==> src/rtl/mc_ctrl.sv <==
// Multi-cycle RV32I sequencer: steps each instruction through FETCH/DECODE/EXEC/MEM/WB,
// registers the immediate-extender select and counts retired instructions.
//
// state  | meaning
// FETCH  | load IR
// DECODE | classify opcode, latch class and EXTOp
// EXEC   | ALU step; branches retire here
// MEM    | data access, held until mem_ready; stores retire here
// WB     | register write and PC update
// HALT   | ECALL/EBREAK or illegal opcode, wait for reset
module mc_ctrl (
    input  logic        clk,
    input  logic        rst,
    input  logic [31:0] inst_in,
    input  logic        br_taken,
    input  logic        mem_ready,
    output logic        ir_we,
    output logic        pc_we,
    output logic [1:0]  npc_sel,
    output logic        rf_we,
    output logic [1:0]  wd_sel,
    output logic        mem_re,
    output logic        mem_we,
    output logic [5:0]  EXTOp,
    output logic [2:0]  state,
    output logic        illegal,
    output logic [31:0] instret
);

    localparam logic [5:0] EXT_ITYPE_SHAMT = 6'b100000;
    localparam logic [5:0] EXT_ITYPE       = 6'b010000;
    localparam logic [5:0] EXT_STYPE       = 6'b001000;
    localparam logic [5:0] EXT_BTYPE       = 6'b000100;
    localparam logic [5:0] EXT_UTYPE       = 6'b000010;
    localparam logic [5:0] EXT_JTYPE       = 6'b000001;

    typedef enum logic [2:0] {
        S_FETCH  = 3'd0,
        S_DECODE = 3'd1,
        S_EXEC   = 3'd2,
        S_MEM    = 3'd3,
        S_WB     = 3'd4,
        S_HALT   = 3'd5
    } state_t;

    typedef enum logic [3:0] {
        C_OP, C_OPIMM, C_LOAD, C_STORE, C_BRANCH, C_LUI,
        C_AUIPC, C_JAL, C_JALR, C_SYSTEM, C_ILLEGAL
    } class_t;

    state_t     st;
    class_t     cls;
    class_t     dec_cls;
    logic [5:0] dec_ext;
    logic       unused_inst;

    assign state       = st;
    assign unused_inst = &{1'b0, inst_in[31:15], inst_in[11:7]};

    always_comb begin
        dec_cls = C_ILLEGAL;
        dec_ext = 6'b000000;
        case (inst_in[6:0])
            7'b0110011: dec_cls = C_OP;
            7'b0010011: begin
                dec_cls = C_OPIMM;
                dec_ext = (inst_in[13:12] == 2'b01) ? EXT_ITYPE_SHAMT : EXT_ITYPE;
            end
            7'b0000011: begin dec_cls = C_LOAD;   dec_ext = EXT_ITYPE; end
            7'b1100111: begin dec_cls = C_JALR;   dec_ext = EXT_ITYPE; end
            7'b0100011: begin dec_cls = C_STORE;  dec_ext = EXT_STYPE; end
            7'b1100011: begin dec_cls = C_BRANCH; dec_ext = EXT_BTYPE; end
            7'b0110111: begin dec_cls = C_LUI;    dec_ext = EXT_UTYPE; end
            7'b0010111: begin dec_cls = C_AUIPC;  dec_ext = EXT_UTYPE; end
            7'b1101111: begin dec_cls = C_JAL;    dec_ext = EXT_JTYPE; end
            7'b1110011: dec_cls = C_SYSTEM;
            default:    dec_cls = C_ILLEGAL;
        endcase
    end

    // Strobes are forced low during reset so an aborted instruction never retires.
    always_comb begin
        ir_we   = 1'b0;
        pc_we   = 1'b0;
        rf_we   = 1'b0;
        mem_re  = 1'b0;
        mem_we  = 1'b0;
        npc_sel = 2'b00;
        wd_sel  = 2'b00;
        if (!rst) begin
            case (st)
                S_FETCH: ir_we = 1'b1;
                S_EXEC: begin
                    if (cls == C_BRANCH) begin
                        pc_we   = 1'b1;
                        npc_sel = br_taken ? 2'b01 : 2'b00;
                    end
                end
                S_MEM: begin
                    if (cls == C_LOAD) begin
                        mem_re = 1'b1;
                    end else if (cls == C_STORE) begin
                        mem_we = 1'b1;
                        pc_we  = mem_ready;
                    end
                end
                S_WB: begin
                    rf_we = 1'b1;
                    pc_we = 1'b1;
                    if (cls == C_LOAD)
                        wd_sel = 2'b01;
                    else if (cls == C_JAL || cls == C_JALR)
                        wd_sel = 2'b10;
                    if (cls == C_JAL)
                        npc_sel = 2'b10;
                    else if (cls == C_JALR)
                        npc_sel = 2'b11;
                end
                default: ;
            endcase
        end
    end

    always_ff @(posedge clk or posedge rst) begin
        if (rst) begin
            st      <= S_FETCH;
            cls     <= C_OP;
            EXTOp   <= 6'b000000;
            illegal <= 1'b0;
            instret <= 32'd0;
        end else begin
            if (pc_we)
                instret <= instret + 32'd1;
            case (st)
                S_FETCH: st <= S_DECODE;
                S_DECODE: begin
                    cls   <= dec_cls;
                    EXTOp <= dec_ext;
                    if (dec_cls == C_ILLEGAL) begin
                        illegal <= 1'b1;
                        st      <= S_HALT;
                    end else if (dec_cls == C_SYSTEM) begin
                        st <= S_HALT;
                    end else begin
                        st <= S_EXEC;
                    end
                end
                S_EXEC: begin
                    if (cls == C_BRANCH)
                        st <= S_FETCH;
                    else if (cls == C_LOAD || cls == C_STORE)
                        st <= S_MEM;
                    else
                        st <= S_WB;
                end
                S_MEM: begin
                    if (mem_ready)
                        st <= (cls == C_LOAD) ? S_WB : S_FETCH;
                end
                S_WB:    st <= S_FETCH;
                S_HALT:  st <= S_HALT;
                default: st <= S_FETCH;
            endcase
        end
    end

endmodule

==> config.mk <==
export PLATFORM = sky130hd
export DESIGN_NAME = mc_ctrl
export DESIGN_NICKNAME = d
export VERILOG_FILES = /design/src/rtl/mc_ctrl.sv
export SDC_FILE = /design/constraint.sdc
export NUM_CORES = 1
export LEC_CHECK = 0
export BUFFER_PORTS_ARGS = -buffer_cell sky130_fd_sc_hd__buf_2
export CORE_UTILIZATION = 45
export DETAILED_ROUTE_END_ITERATION = 8
export GPL_TIMING_DRIVEN = 0
export PLACE_DENSITY = 0.7
export SLEW_MARGIN = 20
export SYNTH_ARGS = -nofsm -noshare
export SYNTH_HDL_FRONTEND = slang
export SYNTH_SLANG_ARGS = --single-unit
==> constraint.sdc <==
create_clock -name clk -period 2.7 [get_ports clk]
set_input_delay 0.405 -clock clk [delete_from_list [all_inputs] [get_ports clk]]
set_output_delay 0.405 -clock clk [all_outputs]
set_load 0.02 [all_outputs]
After elaboration in Yosys (flattened, before gate mapping)
Index checks and enable logic that the tools add are counted.
{"block": "totals", "regBits": 46, "output_inout_bits": 51, "word_cells": 72}
{"block": "op_classes", "addsub": 1, "eq_ne": 24, "n_mux": 36, "reduce_logical": 6}
{"op": "4-bit one-hot mux with 10 select lines", "n": 1}
{"op": "6-bit one-hot mux with 6 select lines", "n": 1}
{"op": "32-bit by 1-bit adder with 32-bit output (second input constant)", "n": 1}
{"op": "7-bit == test (second input constant)", "n": 4}
{"op": "7-bit by 6-bit == test with 1-bit output (second input constant)", "n": 3}
{"op": "3-bit two-way mux", "n": 6}
{"op": "1-bit two-way mux", "n": 17}
{"op": "3-bit one-hot mux with 5 select lines", "n": 1}
{"op": "7-bit by 5-bit == test with 1-bit output (second input constant)", "n": 2}
{"op": "2-bit two-way mux", "n": 7}
{"op": "4-bit == test (second input constant)", "n": 3}
{"op": "4-bit by 2-bit == test with 1-bit output (second input constant)", "n": 2}
{"op": "4-bit by 3-bit == test with 1-bit output (second input constant)", "n": 2}
{"op": "7-bit by 2-bit == test with 1-bit output (second input constant)", "n": 1}
{"op": "3-bit by 2-bit == test with 1-bit output (second input constant)", "n": 2}
{"op": "3-bit == test (second input constant)", "n": 2}
{"op": "6-bit two-way mux", "n": 1}
{"op": "2-bit one-hot mux with 2 select lines", "n": 1}
{"op": "2-bit OR reduction", "n": 2}
{"op": "3-bit by 1-bit == test with 1-bit output (second input constant)", "n": 1}
{"op": "3-bit zero test", "n": 1}
{"op": "1-bit one-hot mux with 3 select lines", "n": 1}
{"op": "2-bit by 1-bit == test with 1-bit output (second input constant)", "n": 1}
{"op": "1-bit logical OR", "n": 2}
{"op": "other kinds (2)", "n": 2}

Longest topological paths before layout
Gate-level depths: netlist of the first run.
{"block": "depth", "depth_word": 6, "ltp_mapped": 9, "depth_no_buf": 7}

Worst setup path after synthesis of the first run
OpenSTA, ideal clock, no wires.
{"block": "synth_path", "path_type": "input to register", "startpoint": "in rst", "endpoint": "reg instret[23]", "setup_time_ps": 131, "arrival_ps": 2522, "t_required_ps": 2569, "slack_ps": 48, "cell_stages": 8, "path_buffers": 1, "path_cell_list": "inv_1 > nand4_2 > inv_1 > a21o_2 > o211a_4 > buf_6 > nand4_1 > xnor2_1"}
{"block": "synth_via", "elab_chain_len": 1}
{"item": "start, declared", "line_no": "13", "rtl": "input logic rst,"}
{"item": "1-bit two-way mux", "line_no": "90", "rtl": "if (!rst) begin"}
{"item": "end signal, assigned", "line_no": "133", "rtl": "instret <= instret + 32'd1;"}
{"item": "end, declared", "line_no": "27", "rtl": "output logic [31:0] instret"}
No other way between the ends.
A chain may end at the register's enable or synchronous reset.

Worst setup path after layout of the first run
{"block": "layout_path", "startpoint": "in rst", "endpoint": "out pc_we"}
{"block": "layout_via", "elab_chain_len": 1}
{"item": "1-bit two-way mux", "line_no": "90"}
{"item": "end, declared", "line_no": "18", "rtl": "output logic pc_we,"}
No other way between the ends.

==> flow_summary.ini, run 1 <==
[clock_network]
cts_root_buf = clkbuf_8
cts-resized-gates = 0
clk_path_buf_depth = 2
numCtsBuffers = 5
cts_sinks = 46
clock_latency_ns = 0.29
htreeDepth = 2
ctsHoldBuffers = 0
clk_pin_slew_ns = 0.08
cts_setup_buffers = 0
cts_tree = built

[place]
place_ws_ns = 0.3226
port_buffers = 63
dp_cells = 380
place_congestion = 0.8494
hpwl_mm = 3.884

[setup_path]
r2r_cells = 7
critical_path.top_delay_family = buffers and inverters
worstPathCellList = buf_2, inv_2, buf_12, nand4_2, inv_1, a21o_2, or2_1, buf_6, buf_2
worstPathRequired_ns = 2.30
cp.arrival_ns = 1.93
critPathLaunchType = primary input
cp_max_fo = 31
path_class = in -> out
cp_slowest_stage_delay_ns = 0.31
r2r-end = instret[22]
crit_path_top_delay_cell = inv_2
crit_path_frequent_cell = buf_2
setup.worst_path.end_class = output pin
r2r_setup_slack_ns = 0.68
critPathBufInv = 6
r2r_start = state[1]

[die]
fp.dieH_um = 75.39
die_area_um2 = 5683
die_w_um = 75.39
std_cell_rows = 26
io_pins = 87
coreArea_um2 = 5140
start_util_pct = 47.15

[yosys]
seq_area_frac_synth_pct = 47.50
synth_cell_types = 50
ys_seq_elements = 46
synth_area_um2 = 2424
netlist_instances = 246
synth_warnings = 0
synth_nets = 283
syn_area_per_cell_um2 = 9.852

[outcome]
status = finished clean

[sta]
rsz0062_at_grt = false
slew_headroom_pct = 58.80
setup_violations = 0
post-route-period-util_pct = 86.54
worst_slew_pin_slew_ns = 0.6024
finalClockSkew_ns = 0.004952
min_period_ns = 2.337
setup_ws_ns = 0.3635
hold_violations = 0
max_freq_mhz = 428.0
slew_viol_final = 0

[layout]
final_cell_mix = 65 x buf_2, 46 x dfrtp_1, 33 x nand2_1, 19 x nor2_1, 17 x xnor2_1
n_antenna_cell = 0
n_fill_cell = 498
drive_above_1_share_pct = 26.90
final_nets = 354
mostFrequentLayoutCell = buf_2
area_growth_pct = 20.86
final_cells = 386

[power]
p_per_area_nw_per_um2 = 667.1
p_leak_nw = 1.504
finalPower_mw = 1.954
peakVddDrop_mv = 0.3043

[routing]
via_per_inst = 5.288
wl_mm = 5.156
via_count = 2041
post-route-drc-count = 0
wl_per_cell_um = 13.36
drtPass1Iterations = 4
final_antenna_net_count = 0
drt-initial-drc-count = 71

[global_route]
grt.overflow.total = 0
grt_pass1_wl_mm = 8.390
antenna_found_initial = 0
grt_max_degree = 32
gr-usage-all-layers_pct = 19.78
grt_pass1_vias = 1792

[run]
cap_violations = 0

[min_path]
hold_path.class = in -> async
[where the power goes]
| group | internal (mW) | total [mW] | switching (mW) |
|---|---|---|---|
| registers | 0.770 | 0.880 | 0.110 |
| clock network | 0.197 | 0.403 | 0.205 |
| logic | 0.247 | 0.671 | 0.423 |
| total | 1.21 | 1.95 | 0.739 |
[routing by layer]
metal | GRT usage [%] | wire length, um | up-vias
met3 | 5.291 | 334 | 6
met4 | 5.556 | 57 | 0
met5 | 0 | 0 | -
met1 | 26.64 | 2387 | 959
li1 | - | - | 1017
met2 | 31.65 | 2377 | 59
[area by class of cell]
cell class	count	area [um2]	share of cell area, %
plain buffers	6	40.04	1.367
inverters	11	41.29	1.410
clock buffers	6	82.58	2.819
well taps	70	87.58	2.990
multi-input cells	183	1191	40.67
repair buffers	64	335.3	11.45
flip-flops and latches	46	1151	39.30
[cell usage after synthesis, drive strengths merged]
library cell  number  area, um2
nand4             10      68.81
a211oi             2      15.01
and3               5      31.28
a32oi              1      8.760
dfrtp             46       1151
clkbuf             2      7.510
and2               2      12.51
a22oi              1      7.510
o21bai             1      7.510
o21ai              8      43.79
a21oi              5      25.02
a2111oi            2      17.52
nand4b             1      8.760
xnor2             17      148.9
mux2               1      15.01
or3                3      18.77
nor2              19      71.32
or2                2      12.52
a31oi              1      6.260
nand3b             1      7.510
nand2             33      123.9
nor3               9      56.31
nand3             11      55.05
inv               11      41.29
nand2b             3      18.77
o211a              2      27.53
o41ai              3      26.28
o311ai             1      8.760
buf                4      32.53
mux2i              1      10.01
a21o               1      8.760
nand4bb            1      27.53
ha                 1      12.51
o31ai              4      30.03
nor4               5      46.29
o211ai             1      7.510
o2111ai            1      8.760
nor4bb             1      10.01
xor2              14      122.6
o32ai              1      8.760
and4               2      17.52
nor2b              6      37.54
[worst register-to-register path, cell delays in order (launching register included)]
cell	delay (ns)
dfrtp_1	0.56
inv_2	0.12
nand4_2	0.13
inv_1	0.07
a21o_2	0.23
o2111ai_1	0.51
nor2_1	0.13
xor2_1	0.16
[cell families after synthesis]
kind of cell / after synthesis / share of synthesized area (%)
buffers and inverters: 17 / 3.356
and+or+nand+nor: 114 / 25.76
adders and majority gates: 1 / 0.5162
muxes: 2 / 1.032
AOI/OAI and AO/OA: 35 / 10.64
DFF: 46 / 47.50
xor gates and xnor gates: 31 / 11.20
[how the worst max path moves through the flow]
stage               start           to  slack (ns)  depth (start not counted)
global route          rst        pc_we        0.19                          9
global placement      rst        pc_we       -0.62                          8
CTS                   rst        pc_we        0.32                          9
finish                rst        pc_we        0.36                          9
floorplan             rst  instret[23]        0.05                          8
detailed placement    rst        pc_we        0.32                          9
[through the flow]
step	TNS, ns	util, %	hold slack, ns	cell area [um2]
after floorplan	0	-	0.5012	2424
after global placement	-16.56	54.99	0.4570	2826
after detailed placement	0	55.38	0.4522	2846
after CTS	0	56.99	0.1384	2929
after global routing	0	56.99	0.1593	2929
final	0	56.99	0.1264	2929
[state kept, by name, indices dropped and copies added, names as in the netlist]
signal   count
instret     32
EXTOp        6
cls          4
state        3
illegal      1
No activity file was read; power rests on OpenSTA's default activity.
==> run 2, diff against run 1 <==
ABC_AREA = 1   (was unset)
CORE_MARGIN = 1.5   (was unset)
PLACE_DENSITY = 0.68   (was 0.7)
==> run 2 against run 1 <==
Design area grew 16%; clock-buffer cell count is the same; synthesized cell count grew 63%; routed wire length grew 36%; flip-flop and latch count is the same; maximum frequency grew 1.8%; sequential share of layout area shrank 5.4 points; global-route usage grew 2.3 points; critical path depth shrank 3; clock power grew 33%; clock skew grew 0.00074 ns; worst hold slack gained 0.028 ns; largest cell class unchanged; highest routed layer unchanged.
==> flow_summary.ini, run 2 <==
[die]
std_cell_rows = 28
fp.dieH_um = 82.64
coreArea_um2 = 6026
start_util_pct = 47.36
io_pins = 87
die_area_um2 = 6829
die_w_um = 82.64

[power]
switching_share_pct = 40.05
power_switching_uw = 895.7
p_per_area_nw_per_um2 = 659.4
peakVddDrop_mv = 0.3332
pwr-share-comb_pct = 34.7
finalPower_mw = 2.237
power.internal_mw = 1.341
pwr-share-clk_pct = 23.9
p_leak_nw = 1.670
seqPwrFrac_pct = 41.5

[place]
hpwl_mm = 5.196
dp_cells = 540
port_buffers = 63
place_congestion = 0.9665
place_ws_ns = -0.4689

[yosys]
ys_seq_elements = 46
synth_top_family_by_area = simple AND/OR/NAND/NOR gates
synth.most_common_cell = nand2_1
synthTopCellsByCount = 137 x nand2_1, 51 x nor2_1, 46 x dfrtp_1
synthXorXnorAreaFrac_pct = 6.138
synth_warnings = 0
seq_area_frac_synth_pct = 40.33
synth_area_um2 = 2854
synth-compound-area-share_pct = 5.655
synth_top_area_share_pct = 40.33
synthMuxAreaShare_pct = 0
syn_area_per_cell_um2 = 7.099
synth-edff-count = 0
synth.area.top_cells = dfrtp_1 40%, nand2_1 18%, nor2_1 6.7%, inv_1 4.9%, xnor2_1 4.0%
synth_flop_cell = dfrtp_1
synth_nets = 439
yosys.area_share.simple_pct = 40.16
netlist_instances = 402
async_flop_share_pct = 100.0
synth_largest_area_cell = dfrtp_1
synthAdderAreaFrac_pct = 0.4384
synth_cell_types = 30

[layout]
fin_util_pct = 56.29
mostFrequentLayoutCell = nand2_1
final_cell_mix = 137 x nand2_1, 63 x buf_2, 51 x nor2_1, 46 x dfrtp_1, 36 x inv_1
area_growth_pct = 18.85
final_cells = 549
drive_above_1_share_pct = 22.57
regMostFlops = instret
reg_top3 = instret x32, EXTOp x6, cls x4
final_nets = 511
largest_register_ffs = 32
n_antenna_cell = 0

[clock_network]
cts-resized-gates = 0
cts_tree = built
clk_path_buf_depth = 2
htreeDepth = 2
cts_setup_buffers = 0
clock_latency_ns = 0.30
numCtsBuffers = 5
cts_sinks = 46
clk_pin_slew_ns = 0.08
cts_root_buf = clkbuf_8
ctsHoldBuffers = 0

[sta]
setup_ws_ns = 0.4059
hold_violations = 0
min_period_ns = 2.294
holdWs_ns = 0.1541
finalClockSkew_ns = 0.005691
max_freq_mhz = 435.9
setup_violations = 0
post-route-period-util_pct = 84.97
rsz0062_at_grt = false
worst_slew_pin_slew_ns = 0.6347
slew_headroom_pct = 57.45
slew_viol_final = 0

[setup_path]
setup.worst_path.end_class = output pin
critPathLaunchType = primary input
cp.arrival_ns = 1.89
path_class = in -> out
cp_max_fo = 12
worstPathRequired_ns = 2.30

[global_route]
grt.overflow.total = 0
antenna_found_initial = 0
grt_pass1_vias = 2459
gr-usage-all-layers_pct = 22.04
grt_max_degree = 25
grt_pass1_wl_mm = 11.46

[routing]
via_count = 2736
drtPass1Iterations = 5
post-route-drc-count = 0
wl_mm = 7.002
via_per_inst = 4.984
wl_per_cell_um = 12.75
drt-initial-drc-count = 198
final_antenna_net_count = 0

[run]
cap_violations = 0

[min_path]
hold_path.class = in -> async

[outcome]
status = finished clean
-- run 2: power groups by stage --
stage | Sequential [mW] | Combinational, mW | Clock [mW]
floorplan | 1.03 | 0.451 | 0
global placement | 0.936 | 0.764 | 0
detailed placement | 0.940 | 0.773 | 0
CTS | 0.925 | 0.778 | 0.550
global route | 0.944 | 0.879 | 0.566
finish | 0.927 | 0.775 | 0.534
-- run 2: per-stage QoR --
| step | TNS (ns) | area, um2 |
|---|---|---|
| 2_1_floorplan | 0 | 2858 |
| 3_3_place_gp | -1.853 | 3267 |
| 3_5_place_dp | -4.338 | 3267 |
| 4_1_cts | 0 | 3385 |
| 5_1_grt | 0 | 3392 |
| 6_report | 0 | 3392 |
-- run 2: kinds of logic (layout without fill, tap and decap cells) --
kind of cell | Yosys count | after routing
buffers and inverters | 49 | 121
adder cells (fa/ha/maj) | 1 | 1
XOR/XNOR | 20 | 20
AND/OR/NAND/NOR | 256 | 256
AO/OA/AOI/OAI | 30 | 30
flip-flops | 46 | 46
-- run 2: critical path: stages --
cell and delay [ns]:
buf_2 0.25, clkinvlp_4 0.33, nand2_1 0.29, nand3_4 0.21
buf_4 0.24, buf_2 0.17
-- run 2: cell type report --
type / count / area [um2]
clock buffer: 6 / 82.58
fill: 589 / 2634
sequential: 46 / 1151
clock inverter: 1 / 30.03
multi-input combinational: 307 / 1495
timing repair buffer: 63 / 315.3
buffer: 7 / 50.05
timing repair inverter: 2 / 12.51
inverter: 42 / 161.4
tap: 75 / 93.84
-- run 2: final timing paths --
kind                       startpoint     endpoint  slack [ns]  cells after the start
setup / recovery                  rst        pc_we        0.41                      6
hold / removal                    rst   instret[7]        0.15                      2
setup reg to reg           instret[0]  instret[20]        0.93                     10
hold reg to reg               illegal      illegal        0.48                      1
max in group asynchronous         rst     EXTOp[0]        2.08                      2
min in group clk           inst_in[6]     EXTOp[3]        0.32                      2
-- run 2: timing repair --
action,in CTS,in global routing
pin swaps,0,0
hold endpoints to repair,0,0
cloned,1,1
endpoints found under the setup margin,5,1
-- run 2: routing by layer --
metal,GRT usage (%),share of wire [%],up-vias
li1,-,-,1416
met2,33.25,42,75
met4,6.667,1.5,0
met3,3.846,5.0,10
met1,32.02,51,1235
met5,0,0,-
==> run 3, diff against run 2 <==
ABC_AREA = 0   (was 1)
PLACE_DENSITY = 0.7   (was 0.68)
clock period = 2.3 ns   (was 2.7 ns; I/O delays follow)
==> run 3 against run 2 <==
Clock-buffer cell count increased by 1; sequential share of layout area grew 4.3 points; combinational power rose by 7.7%; power increased by 10%; critical endpoint unchanged; die area shrank 15%; global-route usage is 2.9 points lower; highest routed layer unchanged.
==> flow_summary.ini, run 3 (synthesized netlist as in run 1, its figures left out) <==
[power]
finalPower_mw = 2.466
p_leak_nw = 1.514
peakVddDrop_mv = 0.4609
p_per_area_nw_per_um2 = 817.9

[outcome]
status = finished clean

[global_route]
grt.overflow.total = 0
antenna_found_initial = 0
grt_pass1_wl_mm = 8.970
grt_pass1_vias = 1916
grt_max_degree = 24
gr-usage-all-layers_pct = 19.11

[layout]
mostFrequentLayoutCell = buf_2
drive_above_1_share_pct = 29.19
n_antenna_cell = 0
area_growth_pct = 24.42
largest_register_ffs = 32
regMostFlops = instret
final_cell_mix = 64 x buf_2, 44 x dfrtp_1, 33 x nand2_1, 19 x nor2_1, 17 x xnor2_1
final_nets = 358
reg_top3 = instret x32, EXTOp x6, cls x4

[sta]
setup_ws_ns = 0.1262
post-route-period-util_pct = 94.51
timing.setup.tns_ns = 0
slew_headroom_pct = 59.41
hold_violations = 0
setup_violations = 0
rsz0062_at_grt = false
min_period_ns = 2.174
worst_slew_pin_slew_ns = 0.5934
holdWs_ns = 0.1534
finalClockSkew_ns = 0.007965
max_freq_mhz = 460.0
slew_viol_final = 0

[clock_network]
clk_path_buf_depth = 2
numCtsBuffers = 5
clock_latency_ns = 0.30
cts_root_buf = clkbuf_8
cts_sinks = 46
clk_pin_slew_ns = 0.08
cts_tree = built
htreeDepth = 2

[die]
coreArea_um2 = 5140
start_util_pct = 47.15
die_area_um2 = 5835
std_cell_rows = 26
fp.dieH_um = 76.39
io_pins = 87
die_w_um = 76.39

[place]
hpwl_mm = 3.730
place_congestion = 0.8246
port_buffers = 63
place_ws_ns = -0.6371

[run]
cap_violations = 0

[routing]
final_antenna_net_count = 0
post-route-drc-count = 0
wl_mm = 5.405
via_per_inst = 5.286
via_count = 2072
wl_per_cell_um = 13.79
drtPass1Iterations = 4
drt-initial-drc-count = 79

[setup_path]
r2r_cells = 7
r2r-end = instret[13]
r2r_setup_slack_ns = 0.30
setup.worst_path.end_class = output pin
path_class = reg -> out
cp.arrival_ns = 1.83
r2r_start = cls[3]
cp_max_fo = 8
critPathLaunchType = register
worstPathRequired_ns = 1.96
worstSetupStartpoint = cls[3]

[min_path]
hold_path.class = in -> async
[run 3: cell types whose count changed in the layout (fill, tap and decap cells not counted), moves of 5 or more]
cell,before,now
o21ai_0,17,7
nor2b_1,0,6
nand3_1,16,11
nor2_1,51,19
inv_1,36,8
xor2_1,7,14
nand2_1,137,33
nand2_2,12,0
and3_1,0,5
[run 3: how the worst max path moves through the flow]
stage / endpoint / slack, ns / depth (start not counted)
detailed placement: instret[20] / -0.64 / 8
finish: pc_we / 0.13 / 5
CTS: pc_we / 0.02 / 6
global placement: instret[24] / -0.64 / 8
global route: pc_we / 0.02 / 5
floorplan: instret[1] / -0.009 / 7
[run 3: worst max-delay path, stage by stage (launching register included)]
cell      delay [ns]
dfrtp_2         0.47
nand2b_1        0.22
nor4_4          0.39
or2_1           0.17
buf_6           0.12
buf_2           0.16
[run 3: repair_timing]
item | CTS | global route
hold buffers | 0 | 0
pin swaps | 0 | 1
resized for setup | 0 | 7
endpoints found under the setup margin | 34 | 1
buffers inserted | 0 | 3
cloned | 2 | 0
[run 3: routing by layer]
layer / vias up / part of all wire, % / track usage (%) / wire length (um)
met5: - / 0 / 0 / 0
met4: 0 / 0.91 / 4.444 / 49
met3: 6 / 5.4 / 4.431 / 291
met2: 61 / 48 / 30.63 / 2589
met1: 988 / 46 / 26.35 / 2475
li1: 1017 / - / - / -
[run 3: layout make-up]
type | instances | area (um2)
Clock inverter | 1 | 30.03
Multi-Input combinational cell | 183 | 1227
Buffer | 6 | 42.54
Sequential cell | 46 | 1154
Timing Repair Buffer | 66 | 337.8
Inverter | 11 | 47.55
Fill cell | 473 | 2125
Tap cell | 70 | 87.58
Timing Repair inverter | 2 | 12.51
Clock buffer | 7 | 76.32
[run 3: metrics by stage]
stage | util (%) | area (um2) | std cells
floorplan | - | 2445 | 246
global placement | 55.40 | 2848 | 379
detailed placement | 55.40 | 2848 | 379
CTS | 57.67 | 2964 | 389
global route | 58.67 | 3015 | 392
finish | 58.67 | 3015 | 392
[run 3: power by group]
| group | switching, mW | internal (mW) | total, mW |
|---|---|---|---|
| clock | 0.258 | 0.325 | 0.583 |
| sequential | 0.141 | 0.908 | 1.05 |
| combinational | 0.524 | 0.311 | 0.835 |
